File: src/rtl/apb_spi_master.sv
// APB-programmable SPI master: three-phase serial engine (IDLE/LEAD/TRAIL) with a
// configurable clock divider, bit order, clock polarity/phase and chip-select control.
module apb_spi_master #(
  parameter int DATA_W = 32,
  parameter int NUM_CS = 4,
  parameter int DIV_W  = 16
) (
  input  logic              clk,
  input  logic              cpu_reset_n,
  input  logic [7:0]        PADDR,
  input  logic              PSEL,
  input  logic              PENABLE,
  input  logic              PWRITE,
  input  logic [31:0]       PWDATA,
  output logic [31:0]       PRDATA,
  output logic              PREADY,
  output logic              spi_sclk,
  output logic              spi_mosi,
  input  logic              spi_miso,
  output logic [NUM_CS-1:0] spi_cs_n,
  output logic              irq
);

  typedef enum logic [1:0] {
    IDLE  = 2'd0,
    LEAD  = 2'd1,
    TRAIL = 2'd2
  } state_e;

  localparam logic [7:0] ADDR_DATA   = 8'h00;
  localparam logic [7:0] ADDR_CTRL   = 8'h04;
  localparam logic [7:0] ADDR_DIV    = 8'h08;
  localparam logic [7:0] ADDR_CS     = 8'h0C;
  localparam logic [7:0] ADDR_STATUS = 8'h10;
  localparam logic [6:0] DW          = 7'(DATA_W);

  state_e              state_q, state_d;
  logic [10:0]         ctrl_q, ctrl_d;
  logic [DIV_W-1:0]    div_q, div_d;
  logic [NUM_CS-1:0]   cs_q, cs_d;
  logic [DATA_W-1:0]   tx_q, tx_d;
  logic [DATA_W-1:0]   rx_q, rx_d;
  logic [DIV_W-1:0]    cnt_q, cnt_d;
  logic [6:0]          bitIdx_q, bitIdx_d;
  logic                mosi_q, mosi_d;
  logic                done_q, done_d;
  logic                ovr_q, ovr_d;
  logic                started_q, started_d;

  logic                wrEn, wrData, wrCtrl, wrDiv, wrCs, wrStatus;
  logic                busy, start, phaseEnd, lastBit, sampleNow;
  logic                cpol, cpha, lsbFirst, autoCs, irqEn;
  logic [6:0]          nEff, curPos, nxtPos, firstPos;
  logic [DATA_W-1:0]   txShift, loadShift;

  assign wrEn     = PSEL & PENABLE & PWRITE;
  assign wrData   = wrEn & (PADDR == ADDR_DATA);
  assign wrCtrl   = wrEn & (PADDR == ADDR_CTRL);
  assign wrDiv    = wrEn & (PADDR == ADDR_DIV);
  assign wrCs     = wrEn & (PADDR == ADDR_CS);
  assign wrStatus = wrEn & (PADDR == ADDR_STATUS);

  assign cpol     = ctrl_q[6];
  assign cpha     = ctrl_q[7];
  assign lsbFirst = ctrl_q[8];
  assign autoCs   = ctrl_q[9];
  assign irqEn    = ctrl_q[10];

  assign busy     = (state_q != IDLE);
  assign start    = wrData & ~busy;
  assign phaseEnd = (cnt_q == div_q);

  // Bit positions are derived from a transfer-order index so one counter serves both bit orders.
  always_comb begin
    nEff      = ((ctrl_q[5:0] == 6'd0) || ({1'b0, ctrl_q[5:0]} > DW)) ? DW : {1'b0, ctrl_q[5:0]};
    curPos    = lsbFirst ? bitIdx_q : (nEff - 7'd1 - bitIdx_q);
    nxtPos    = lsbFirst ? (bitIdx_q + 7'd1) : (nEff - 7'd2 - bitIdx_q);
    firstPos  = lsbFirst ? 7'd0 : (nEff - 7'd1);
    lastBit   = (bitIdx_q == (nEff - 7'd1));
    txShift   = tx_q >> nxtPos;
    loadShift = PWDATA[DATA_W-1:0] >> firstPos;
    sampleNow = (cnt_q == '0) && (state_q == (cpha ? TRAIL : LEAD));
  end

  always_ff @(posedge clk or negedge cpu_reset_n) begin
    if (!cpu_reset_n) begin
      state_q <= IDLE;
    end else begin
      state_q <= state_d;
    end
  end

  always_comb begin
    state_d = state_q;
    case (state_q)
      IDLE:    if (start) state_d = LEAD;
      LEAD:    if (phaseEnd) state_d = TRAIL;
      TRAIL:   if (phaseEnd) state_d = lastBit ? IDLE : LEAD;
      default: state_d = IDLE;
    endcase
  end

  // Serial outputs stay quiet after reset until the first transfer has been launched.
  always_comb begin
    spi_sclk = 1'b0;
    if (started_q) spi_sclk = (state_q == LEAD) ? ~cpol : cpol;
    spi_cs_n = '1;
    if (started_q && (!autoCs || busy)) spi_cs_n = ~cs_q;
  end

  assign spi_mosi = mosi_q;
  assign irq      = done_q & irqEn;
  assign PREADY   = 1'b1;

  always_comb begin
    ctrl_d    = ctrl_q;
    div_d     = div_q;
    cs_d      = cs_q;
    tx_d      = tx_q;
    rx_d      = rx_q;
    cnt_d     = '0;
    bitIdx_d  = bitIdx_q;
    mosi_d    = mosi_q;
    done_d    = done_q;
    ovr_d     = ovr_q;
    started_d = started_q;

    if (wrCs) cs_d = PWDATA[NUM_CS-1:0];
    if (wrStatus && PWDATA[2]) ovr_d = 1'b0;
    if (wrStatus && PWDATA[1]) done_d = 1'b0;

    if (busy) begin
      if (wrData || wrCtrl || wrDiv) ovr_d = 1'b1;
      cnt_d = phaseEnd ? '0 : (cnt_q + DIV_W'(1));
    end else begin
      if (wrCtrl) ctrl_d = PWDATA[10:0];
      if (wrDiv) div_d = PWDATA[DIV_W-1:0];
    end

    if (start) begin
      tx_d      = PWDATA[DATA_W-1:0];
      rx_d      = '0;
      bitIdx_d  = '0;
      mosi_d    = loadShift[0];
      started_d = 1'b1;
    end

    if (sampleNow) rx_d = rx_q | ({{(DATA_W-1){1'b0}}, spi_miso} << curPos);

    if ((state_q == LEAD) && phaseEnd && !cpha && !lastBit) mosi_d = txShift[0];

    if ((state_q == TRAIL) && phaseEnd) begin
      if (lastBit) begin
        done_d = 1'b1;
      end else begin
        bitIdx_d = bitIdx_q + 7'd1;
        if (cpha) mosi_d = txShift[0];
      end
    end
  end

  always_ff @(posedge clk or negedge cpu_reset_n) begin
    if (!cpu_reset_n) begin
      ctrl_q    <= '0;
      div_q     <= '0;
      cs_q      <= '0;
      tx_q      <= '0;
      rx_q      <= '0;
      cnt_q     <= '0;
      bitIdx_q  <= '0;
      mosi_q    <= 1'b0;
      done_q    <= 1'b0;
      ovr_q     <= 1'b0;
      started_q <= 1'b0;
    end else begin
      ctrl_q    <= ctrl_d;
      div_q     <= div_d;
      cs_q      <= cs_d;
      tx_q      <= tx_d;
      rx_q      <= rx_d;
      cnt_q     <= cnt_d;
      bitIdx_q  <= bitIdx_d;
      mosi_q    <= mosi_d;
      done_q    <= done_d;
      ovr_q     <= ovr_d;
      started_q <= started_d;
    end
  end

  always_comb begin
    PRDATA = 32'hFFFF_FFFF;
    if (PSEL && !PWRITE) begin
      case (PADDR)
        ADDR_DATA:   PRDATA = 32'(rx_q);
        ADDR_CTRL:   PRDATA = 32'(ctrl_q);
        ADDR_DIV:    PRDATA = 32'(div_q);
        ADDR_CS:     PRDATA = 32'(cs_q);
        ADDR_STATUS: PRDATA = {29'd0, ovr_q, done_q, busy};
        default:     PRDATA = 32'hFFFF_FFFF;
      endcase
    end
  end

endmodule

File: config.mk
export PLATFORM = sky130hd
export DESIGN_NAME = apb_spi_master
export DESIGN_NICKNAME = d
export VERILOG_FILES = /design/src/rtl/apb_spi_master.sv
export SDC_FILE = /design/constraint.sdc
export NUM_CORES = 1
export LEC_CHECK = 0
export ABC_AREA = 1
export BUFFER_PORTS_ARGS = -buffer_cell sky130_fd_sc_hd__buf_2
export CORE_UTILIZATION = 54
export CTS_BUF_LIST = sky130_fd_sc_hd__clkbuf_16
export DETAILED_ROUTE_END_ITERATION = 12
export GPL_ROUTABILITY_DRIVEN = 0
export PLACE_DENSITY = 0.78
export SYNTH_ARGS = -nofsm -noshare
export SYNTH_HDL_FRONTEND = slang
export SYNTH_SLANG_ARGS = --single-unit
File: constraint.sdc
create_clock -name clk -period 3.2 [get_ports clk]
set_clock_uncertainty 0.15 [all_clocks]
set_input_delay 0.8 -clock clk [delete_from_list [all_inputs] [get_ports clk]]
set_output_delay 0.8 -clock clk [all_outputs]
set_load 0.05 [all_outputs]
==> results.yml <==
floorplan:
  die_x_um: 120
  rows: 42
  total_die_area_um2: 14300
  initial_utilization: 0.559
  dieHeight_um: 120
  fp.coreArea_um2: 13400
  ios: 86
run_status:
  failing_checks: "negative setup slack"
  outcome: "complete, but fails checks"
timing:
  finalWorstPathRequiredPeriod_ns: 3.27
  maxSlewViolCount: 0
  post-route-period-util: 1.02
  worstMarginPinSlew_ns: 0.676
  maxSlewHeadroom: 0.550
  timing.final.hold_violations: 0
  timing.hold.ws_ns: 0.252
  f_max_mhz: 306
  setup_viol: 18
  fin_ws_ns: -0.0674
  rsz0062_at_grt: "yes"
placement:
  io_buffers: 84
  placement.setup.worst_slack_ns: -0.185
  place_hpwl_um: 16300
yosys:
  synthDominantAreaCellType: "dfrtp_1"
  synth-seq-area-share: 0.414
  synth_nets: 1092
  yosys_reg_bits: 124
  postSynthAreaPerCell_um2: 7.32
  post-synth-top-count-cell: "nand2_1"
  netlist_instances: 1023
  netlist-cell-type-count: 53
  async_reset_ff_frac: 1.00
  synth_area_um2: 7490
  synth.top_cell.area_share: 0.414
  synth.yosys.warnings: 0
  edff_count_synth: 0
  netlist_top_cells_area: "dfrtp_1 41%, nand2_1 17%, nand3_1 5.6%"
  synth_top_flop_cell: "dfrtp_1"
  synth.top_cells.by_count: "332 x nand2_1, 124 x dfrtp_1, 105 x inv_1, 84 x nand3_1, 71 x o21ai_0"
setup_path:
  critical_path.startpoint_type: "flip-flop"
  element_type_at_the_critical_path_end: "flip-flop"
  critical_path_peak_fanout: 4
  path_common_cell: "nand2_1"
  cp_data_required_time_ns: 3.42
  cp.arrival_ns: 3.48
  crit_slowest_cell: "dfrtp_1"
  path_cells: "nor2_4 -> nand3_2 -> nand2_2 -> nand2_2 -> inv_2 -> nand2_4 -> ha_4 -> xnor2_4 -> ha_4 -> buf_6 -> nand3_4 -> nand2_1 -> nand2_1 -> nand2_1 -> a21oi_2 -> nand3_1 -> nand3_2 -> nand4_1 -> nor2_4 -> nand3_1 -> nand2_1"
  critical_path.max_stage_delay_ns: 0.40
  reg2reg_setup_slack_ns: -0.07
  critPathBufInv: 2
  critical_path_class: "reg2reg"
  worst_path_dominant_cell_family: "simple AND/OR/NAND/NOR gates"
routing:
  detail_route.vias_per_cell: 5.72
  dr.first_iter.drc_count: 1005
  routed_wl_um: 23700
  drt.antenna.violating_nets: 0
  routedWlPerCell_um: 17.4
  num_vias: 7763
  drtPass1Iterations: 6
  remaining_drc_errors: 0
finish:
  final_core_util: 0.728
  n_antenna_cell: 0
  drive_above_1_share: 0.251
  total_number_of_nets_in_the_final_design: 1238
  area.growth.synth_to_final_pct: 30.2
global_routing:
  pin_count_of_the_biggest_net_entering_global_routing: 63
  grt_util_all_layers: 0.337
  grt_remaining_overflow: 0
  via_count_of_the_first_global_routing_pass: 7269
  wire_length_of_the_first_global_routing_pass_um: 37100
  antenna_found_initial: 0
clocking:
  cts_sinks: 124
  tritoncts: "done"
  holdBufCountCts: 0
  cts.reportedPaths.clkPinSlew_ns: 0.06
  clockRootBuffer: "clkbuf_16"
  cts_buffer_depth: 2
  cts_made_buffers: 17
  clock_insertion_delay_worst_skew_ns: 0.43
  htree_num_levels: 4
power:
  ir_worst_vdd_v: 0.000552
  overall_power_of_the_completed_layout_uw: 6260
  power.leakage_uw: 0.00472
  pwr_cell_area_nw_per_um2: 642
worst_hold_path:
  timing.hold.worst.class: "in2async"
flow_run:
  maxCapViolCount: 0
-- layout make-up --
class,count,area (um2)
clock buffers,17,425
clock inverters,14,148
fillers,1016,3650
inverters,115,450
multi-input cells,748,4170
flip-flops and latches,124,3100
well taps,176,220
repair buffers,162,1230
repair inverters,1,8.76
-- logic make-up (layout without fill, tap and decap cells) --
group / Yosys count / after routing / synth area share
AND/OR/NAND/NOR: 555 / 555 / 0.325
buffers and inverters: 151 / 309 / 0.0804
AO/OA/AOI/OAI: 149 / 149 / 0.116
flip-flops: 124 / 124 / 0.414
adder cells (fa/ha/maj): 23 / 23 / 0.0404
XOR/XNOR: 19 / 19 / 0.0222
other: 2 / 2 / 0.00100
-- power breakdown --
part           total, uW  switching [uW]  leakage (uW)  internal, uW
sequential          1820             123       0.00171          1700
combinational       2540            1600       0.00274           943
clock               1900             761      0.000275          1140
-- what timing repair did --
item,4_1_cts,5_1_grt
cloned,1,0
gates resized for setup,45,88
pin swaps,23,36
setup endpoints to repair,74,73
setup buffers,10,12
-- state kept, by name (all words and copies together), names as in the netlist, 2 cells and up --
name / cells
ctrl_q: 11
div_q: 16
cs_q: 4
state_q: 2
tx_q: 32
rx_q: 32
cnt_q: 16
bitIdx_q: 7
-- final timing paths --
path	to	start	depth (start not counted)
worst max-delay path	rx_q[8]	ctrl_q[0]	21
worst min-delay path	cnt_q[4]	cpu_reset_n	1
worst max register to register	rx_q[8]	ctrl_q[0]	21
worst min register to register	tx_q[25]	tx_q[25]	2
max in group asynchronous	bitIdx_q[6]	cpu_reset_n	2
min in group clk	tx_q[25]	tx_q[25]	2
-- worst register-to-register path: stages, from the launching register on --
cell and delay (ns):
dfrtp_1 0.40, nor2_4 0.16, nand3_2 0.11, nand2_2 0.11
nand2_2 0.07, inv_2 0.07, nand2_4 0.07, ha_4 0.19
xnor2_4 0.18, ha_4 0.24, buf_6 0.12, nand3_4 0.05
nand2_1 0.06, nand2_1 0.09, nand2_1 0.07, a21oi_2 0.14
nand3_1 0.10, nand3_2 0.13, nand4_1 0.25, nor2_4 0.26
nand3_1 0.11, nand2_1 0.08
-- placed cells by master (no fill, tap or decap), drive strengths merged, types with 3 or more instances in the layout --
cell | synthesis | layout
nand3 | 89 | 89
a21oi | 23 | 23
dfrtp | 124 | 124
nand4 | 21 | 21
ha | 21 | 21
o211ai | 13 | 13
clkinv | 0 | 6
buf | 18 | 161
o22ai | 6 | 6
inv | 115 | 118
xor2 | 9 | 9
o21ai | 87 | 87
clkbuf | 18 | 18
nor4 | 5 | 5
xnor2 | 10 | 10
nand2 | 337 | 337
o2111ai | 3 | 3
nor3 | 14 | 14
nor2 | 81 | 81
a221oi | 5 | 5
clkinvlp | 0 | 4
or2 | 3 | 3
-- per-layer routing --
metal	vias to the layer above	GRT usage	wire length, um
li1	3624	-	-
met1	3631	0.443	9590
met2	450	0.530	11000
met3	58	0.0803	2210
met4	0	0.145	823
met5	-	0	0
-- per-stage QoR --
step           cell area [um2]  setup TNS, ns  instances
6_report                  9750         -0.402       1357
3_5_place_dp              8510          -7.29       1305
5_1_grt                   9750          -5.74       1357
2_1_floorplan             7570          -1.45       1023
3_3_place_gp              8510          -4.15       1305
4_1_cts                   9330              0       1346
(Power assumes the default switching activity.)
